File: src/rtl/mem_arbiter.sv
// Arbiter sharing one single-ported Memory between the IFU (read-only) and the LSU.
// One transaction at a time: accept, hold strobes for LATENCY cycles, return the response.
module mem_arbiter #(
  parameter int         LATENCY  = 1,
  parameter logic [2:0] IFU_SIZE = 3'd4
) (
  input  logic        clock,
  input  logic        reset,
  input  logic        ifu_req_valid,
  output logic        ifu_req_ready,
  input  logic [31:0] ifu_req_addr,
  output logic        ifu_resp_valid,
  input  logic        ifu_resp_ready,
  output logic [31:0] ifu_resp_data,
  input  logic        lsu_req_valid,
  output logic        lsu_req_ready,
  input  logic [31:0] lsu_req_addr,
  input  logic        lsu_req_wen,
  input  logic [31:0] lsu_req_wdata,
  input  logic [7:0]  lsu_req_wmask,
  input  logic [2:0]  lsu_req_size,
  output logic        lsu_resp_valid,
  input  logic        lsu_resp_ready,
  output logic [31:0] lsu_resp_data,
  output logic [31:0] mem_waddr,
  output logic [7:0]  mem_wmask,
  output logic [31:0] mem_wdata,
  output logic        mem_wen,
  output logic [31:0] mem_raddr,
  output logic [2:0]  mem_rsize,
  output logic        mem_ren,
  input  logic [31:0] mem_rdata
);

  localparam int CW = $clog2(LATENCY + 1);

  typedef enum logic [1:0] {S_IDLE, S_ACCESS, S_RESP} state_t;

  state_t        r_state;
  state_t        w_next;
  logic          r_last_lsu;
  logic          r_owner_lsu;
  logic [31:0]   r_addr;
  logic [31:0]   r_wdata;
  logic [7:0]    r_wmask;
  logic [2:0]    r_size;
  logic [CW-1:0] r_cnt;
  logic          r_mem_ren;
  logic          r_mem_wen;
  logic [31:0]   r_resp_data;

  logic w_grant_ifu;
  logic w_grant_lsu;
  logic w_accept;
  logic w_resp_fire;

  // On a tie the requester that did not win last time is granted.
  always_comb begin
    w_grant_ifu = ifu_req_valid & (~lsu_req_valid | r_last_lsu);
    w_grant_lsu = lsu_req_valid & (~ifu_req_valid | ~r_last_lsu);
    ifu_req_ready = (r_state == S_IDLE) & w_grant_ifu;
    lsu_req_ready = (r_state == S_IDLE) & w_grant_lsu;
    w_accept      = ifu_req_ready | lsu_req_ready;
    w_resp_fire   = (r_state == S_RESP) &
                    (r_owner_lsu ? lsu_resp_ready : ifu_resp_ready);
  end

  always_comb begin
    w_next = r_state;
    case (r_state)
      S_IDLE:   if (w_accept) w_next = S_ACCESS;
      S_ACCESS: if (r_cnt == '0) w_next = S_RESP;
      S_RESP:   if (w_resp_fire) w_next = S_IDLE;
      default:  w_next = S_IDLE;
    endcase
  end

  always_ff @(posedge clock or posedge reset) begin
    if (reset) r_state <= S_IDLE;
    else       r_state <= w_next;
  end

  always_ff @(posedge clock or posedge reset) begin
    if (reset) begin
      r_last_lsu  <= 1'b1;
      r_owner_lsu <= 1'b0;
      r_addr      <= '0;
      r_wdata     <= '0;
      r_wmask     <= '0;
      r_size      <= '0;
      r_cnt       <= '0;
      r_mem_ren   <= 1'b0;
      r_mem_wen   <= 1'b0;
      r_resp_data <= '0;
    end else begin
      if (w_accept) begin
        r_owner_lsu <= w_grant_lsu;
        r_last_lsu  <= w_grant_lsu;
        r_addr      <= w_grant_lsu ? lsu_req_addr : ifu_req_addr;
        r_wdata     <= w_grant_lsu ? lsu_req_wdata : 32'd0;
        r_wmask     <= w_grant_lsu ? lsu_req_wmask : 8'd0;
        r_size      <= w_grant_lsu ? lsu_req_size : IFU_SIZE;
        r_cnt       <= CW'(LATENCY - 1);
        r_mem_ren   <= ~(w_grant_lsu & lsu_req_wen);
        r_mem_wen   <= w_grant_lsu & lsu_req_wen;
      end
      // Last access cycle: capture read data while the strobe is still high.
      if (r_state == S_ACCESS) begin
        if (r_cnt == '0) begin
          r_resp_data <= r_mem_wen ? 32'd0 : mem_rdata;
          r_mem_ren   <= 1'b0;
          r_mem_wen   <= 1'b0;
        end else begin
          r_cnt <= r_cnt - CW'(1);
        end
      end
    end
  end

  assign mem_waddr      = r_addr;
  assign mem_raddr      = r_addr;
  assign mem_wdata      = r_wdata;
  assign mem_wmask      = r_wmask;
  assign mem_rsize      = r_size;
  assign mem_ren        = r_mem_ren;
  assign mem_wen        = r_mem_wen;
  assign ifu_resp_valid = (r_state == S_RESP) & ~r_owner_lsu;
  assign lsu_resp_valid = (r_state == S_RESP) & r_owner_lsu;
  assign ifu_resp_data  = r_resp_data;
  assign lsu_resp_data  = r_resp_data;

endmodule

File: config.mk
export PLATFORM = sky130hd
export DESIGN_NAME = mem_arbiter
export DESIGN_NICKNAME = d
export VERILOG_FILES = /design/src/rtl/mem_arbiter.sv
export SDC_FILE = /design/constraint.sdc
export NUM_CORES = 1
export LEC_CHECK = 0
export ABC_AREA = 1
export BUFFER_PORTS_ARGS = -buffer_cell sky130_fd_sc_hd__clkbuf_2
export CAP_MARGIN = 5
export CORE_MARGIN = 3
export CORE_UTILIZATION = 30
export DETAILED_ROUTE_END_ITERATION = 8
export SLEW_MARGIN = 20
export SYNTH_ARGS = -nofsm -noshare
export SYNTH_HDL_FRONTEND = slang
export SYNTH_SLANG_ARGS = --single-unit
File: constraint.sdc
create_clock -name clock -period 4.5 [get_ports clock]
set_input_delay 0.9 -clock clock [delete_from_list [all_inputs] [get_ports clock]]
set_output_delay 0.9 -clock clock [all_outputs]
set_load 0.02 [all_outputs]
==> flow_metrics.tcl <==
set metrics [dict create \
    status "complete, no violations" \
    vias 4950 \
    synthDistinctLibCells 20 \
    syn_avg_cell_area_um2 8.05 \
    clkPwrFrac 0.235 \
    syn_inst 667 \
    fin_tns_setup_ns 0 \
    die_h_um 140 \
    syn_to_final_growth_pct 35.2 \
    power_density_nw_per_um2 832 \
    cts.sink_count 114 \
    pin_count 323 \
    antenna_found_initial 0 \
    crit_type "primary input to primary output" \
    drive_gt1_frac 0.397 \
    post_cts_buffers 0 \
    yosysSeqAreaShare 0.531 \
    die_area_um2 19600 \
    numCtsBuffers 17 \
    grt_pass1_vias 4730 \
    avgRoutedWirePerCell_um 14.1 \
    worst_pin_slew_ns 1.01 \
    p_seq_frac 0.309 \
    synth_top_cell_area_share 0.526 \
    rows 48 \
    syn_area_um2 5370 \
    grt_pass1_wl_mm 25.7 \
    drc 0 \
    dp.final_hpwl_mm 12.1 \
    final.setup_skew_ns 0.00877 \
    die_x_um 140 \
    coreArea_um2 17400 \
    min_period_ns 3.17 \
    whs_ns 0.466 \
    setup_viol 0 \
    vdd_ir_drop_max_mv 0.318 \
    ys_ff_latch 114 \
    initial_core_util 0.308 \
    vias_per_cell 4.30 \
    p_int_w 0.00328 \
    crit_required_ns 3.60 \
    switchingPower_w 0.00276 \
    ant_nets 0 \
    drt_iter0_markers 196 \
    nNetsFinal 1062 \
    clockRootBuffer "clkbuf_16" \
    track_usage 0.167 \
    dr.pass1.iters 5 \
    yosys.area.top_type "dfrtp_1" \
    drv_cap 0 \
    relSlewSlack 0.325 \
    yosys_warnings 0 \
    clkLatencyLatePin_ns 0.41 \
    portBuffers 322 \
    overflow 0 \
    hp-class "register to register" \
    fmax_ghz 0.315 \
    combPwrFrac 0.455 \
    cts_resized 0 \
    p_sw_frac 0.457 \
    drv_slew 0 \
    cp-end-kind "primary output" \
    fin_crit_sh 0.705 \
    gp_congestion 0.801 \
    grt_max_degree 44 \
    cts_hold_buf 0 \
    drt-total-wl_mm 16.3 \
    crit_arrival_ns 2.27 \
    yosys-top-cells-area "dfrtp_1 (53%), nand2_1 (25%), buf_4 (9.1%), nand3_1 (6.1%), buf_2 (1.4%)" \
    synthesis.nets 813 \
    h-tree-depth 4 \
    num_antenna_cells 0 \
    cp_max_fo 43 \
    startpoint_type "primary input" \
    hold_viol 0 \
    path_clk_slew_ns 0.05 \
    cts_tree "built" \
    cts_buffer_depth 2 \
    rsz0062_at_grt "false" \
    p_leak_nw 4.44 \
]
[state kept, by name, summed over array words and instances (netlist names)]
signal	cells
r_state	2
mem_wmask	8
ifu_resp_data	32
r_owner_lsu	1
mem_wen	1
mem_wdata	32
r_cnt	1
mem_raddr	32
mem_ren	1
r_last_lsu	1
mem_rsize	3
[critical path, stage by stage]
cell	delay, ns
clkbuf_2	0.10
nand2_2	0.05
buf_4	0.34
nand3_4	0.16
clkinv_1	0.07
buf_4	0.38
clkbuf_2	0.25
[synth_stat cells]
master,number
nand3_2,1
dfstp_2,1
o21ai_0,4
inv_2,3
inv_1,7
nand2_2,1
dfrtp_1,113
nand2_4,1
nand3_4,1
clkbuf_1,12
a21oi_1,1
nor3_1,1
nand2_1,358
buf_6,6
nor2_1,8
buf_2,15
buf_4,65
clkinv_1,1
nor2_4,2
nand3_1,66
[cell type report]
cell class,count,area [um^2]
clock buffer,21,470
clock inverter,9,155
fill,1871,10200
inverter,11,43.8
multi-input combinational,444,1800
sequential,114,2850
tap,225,282
timing repair buffer,328,1660
[power by group through the flow]
stage	Combinational (W)	Sequential, W	Clock (W)
after floorplan	0.00164	0.00235	0
after global placement	0.00278	0.00188	0
after detailed placement	0.00281	0.00188	0
after CTS	0.00281	0.00188	0.00147
after global routing	0.00303	0.00194	0.00151
final	0.00275	0.00187	0.00142
[cell usage in the layout, fill, tap and decap left out, types with 2 or more instances in the layout]
| master | netlist | layout |
|---|---|---|
| clkbuf_8 | 0 | 3 |
| dfrtp_1 | 113 | 113 |
| buf_4 | 65 | 6 |
| nand2_1 | 358 | 358 |
| bufinv_16 | 0 | 4 |
| nand3_1 | 66 | 66 |
| inv_2 | 3 | 3 |
| inv_1 | 7 | 5 |
| nor2_1 | 8 | 8 |
| clkinv_4 | 0 | 2 |
| nor2_4 | 2 | 2 |
| clkbuf_16 | 0 | 17 |
| clkinv_1 | 1 | 2 |
| clkinv_2 | 0 | 2 |
| clkbuf_2 | 0 | 322 |
| o21ai_0 | 4 | 4 |
[per-layer routing]
metal  GRT usage  up-vias  routed length [um]
met4      0.0530        0                 236
met5           0        -                   0
met3      0.0467       18                1240
met1       0.207     2216                6800
met2       0.285      219                8010
li1            -     2497                   -
[stage by stage]
step | setup slack, ns | instance area [um^2] | instances | utilization | power, W
2_1_floorplan | 0.586 | 5370 | 667 | - | 0.00399
3_3_place_gp | 1.32 | 6640 | 1122 | 0.381 | 0.00466
4_1_cts | 1.31 | 7260 | 1152 | 0.417 | 0.00615
5_1_grt | 1.21 | 7260 | 1152 | 0.417 | 0.00648
6_report | 1.33 | 7260 | 1152 | 0.417 | 0.00604
3_5_place_dp | 1.31 | 6640 | 1122 | 0.381 | 0.00470
[cells by family (layout without fill, tap and decap cells)]
family	after synthesis	after routing	synth area share
AOI/OAI and AO/OA	5	5	0.00466
buffers and inverters	109	369	0.133
DFF	114	114	0.531
and+or+nand+nor	439	439	0.331
[path summary, 6_finish.rpt]
check / endpoint / depth (start not counted) / slack [ns] / start
max in group asynchronous: mem_wmask[2] / 3 / 2.99 / reset
setup reg to reg: mem_raddr[7] / 8 / 1.90 / r_last_lsu
hold reg to reg: mem_wdata[16] / 2 / 0.47 / mem_wdata[16]
min in group asynchronous: ifu_resp_data[17] / 2 / 0.53 / reset
hold / removal: mem_wdata[16] / 2 / 0.47 / mem_wdata[16]
setup / recovery: lsu_req_ready / 7 / 1.33 / ifu_req_valid
Note: power is estimated with default switching activity, not from simulation.
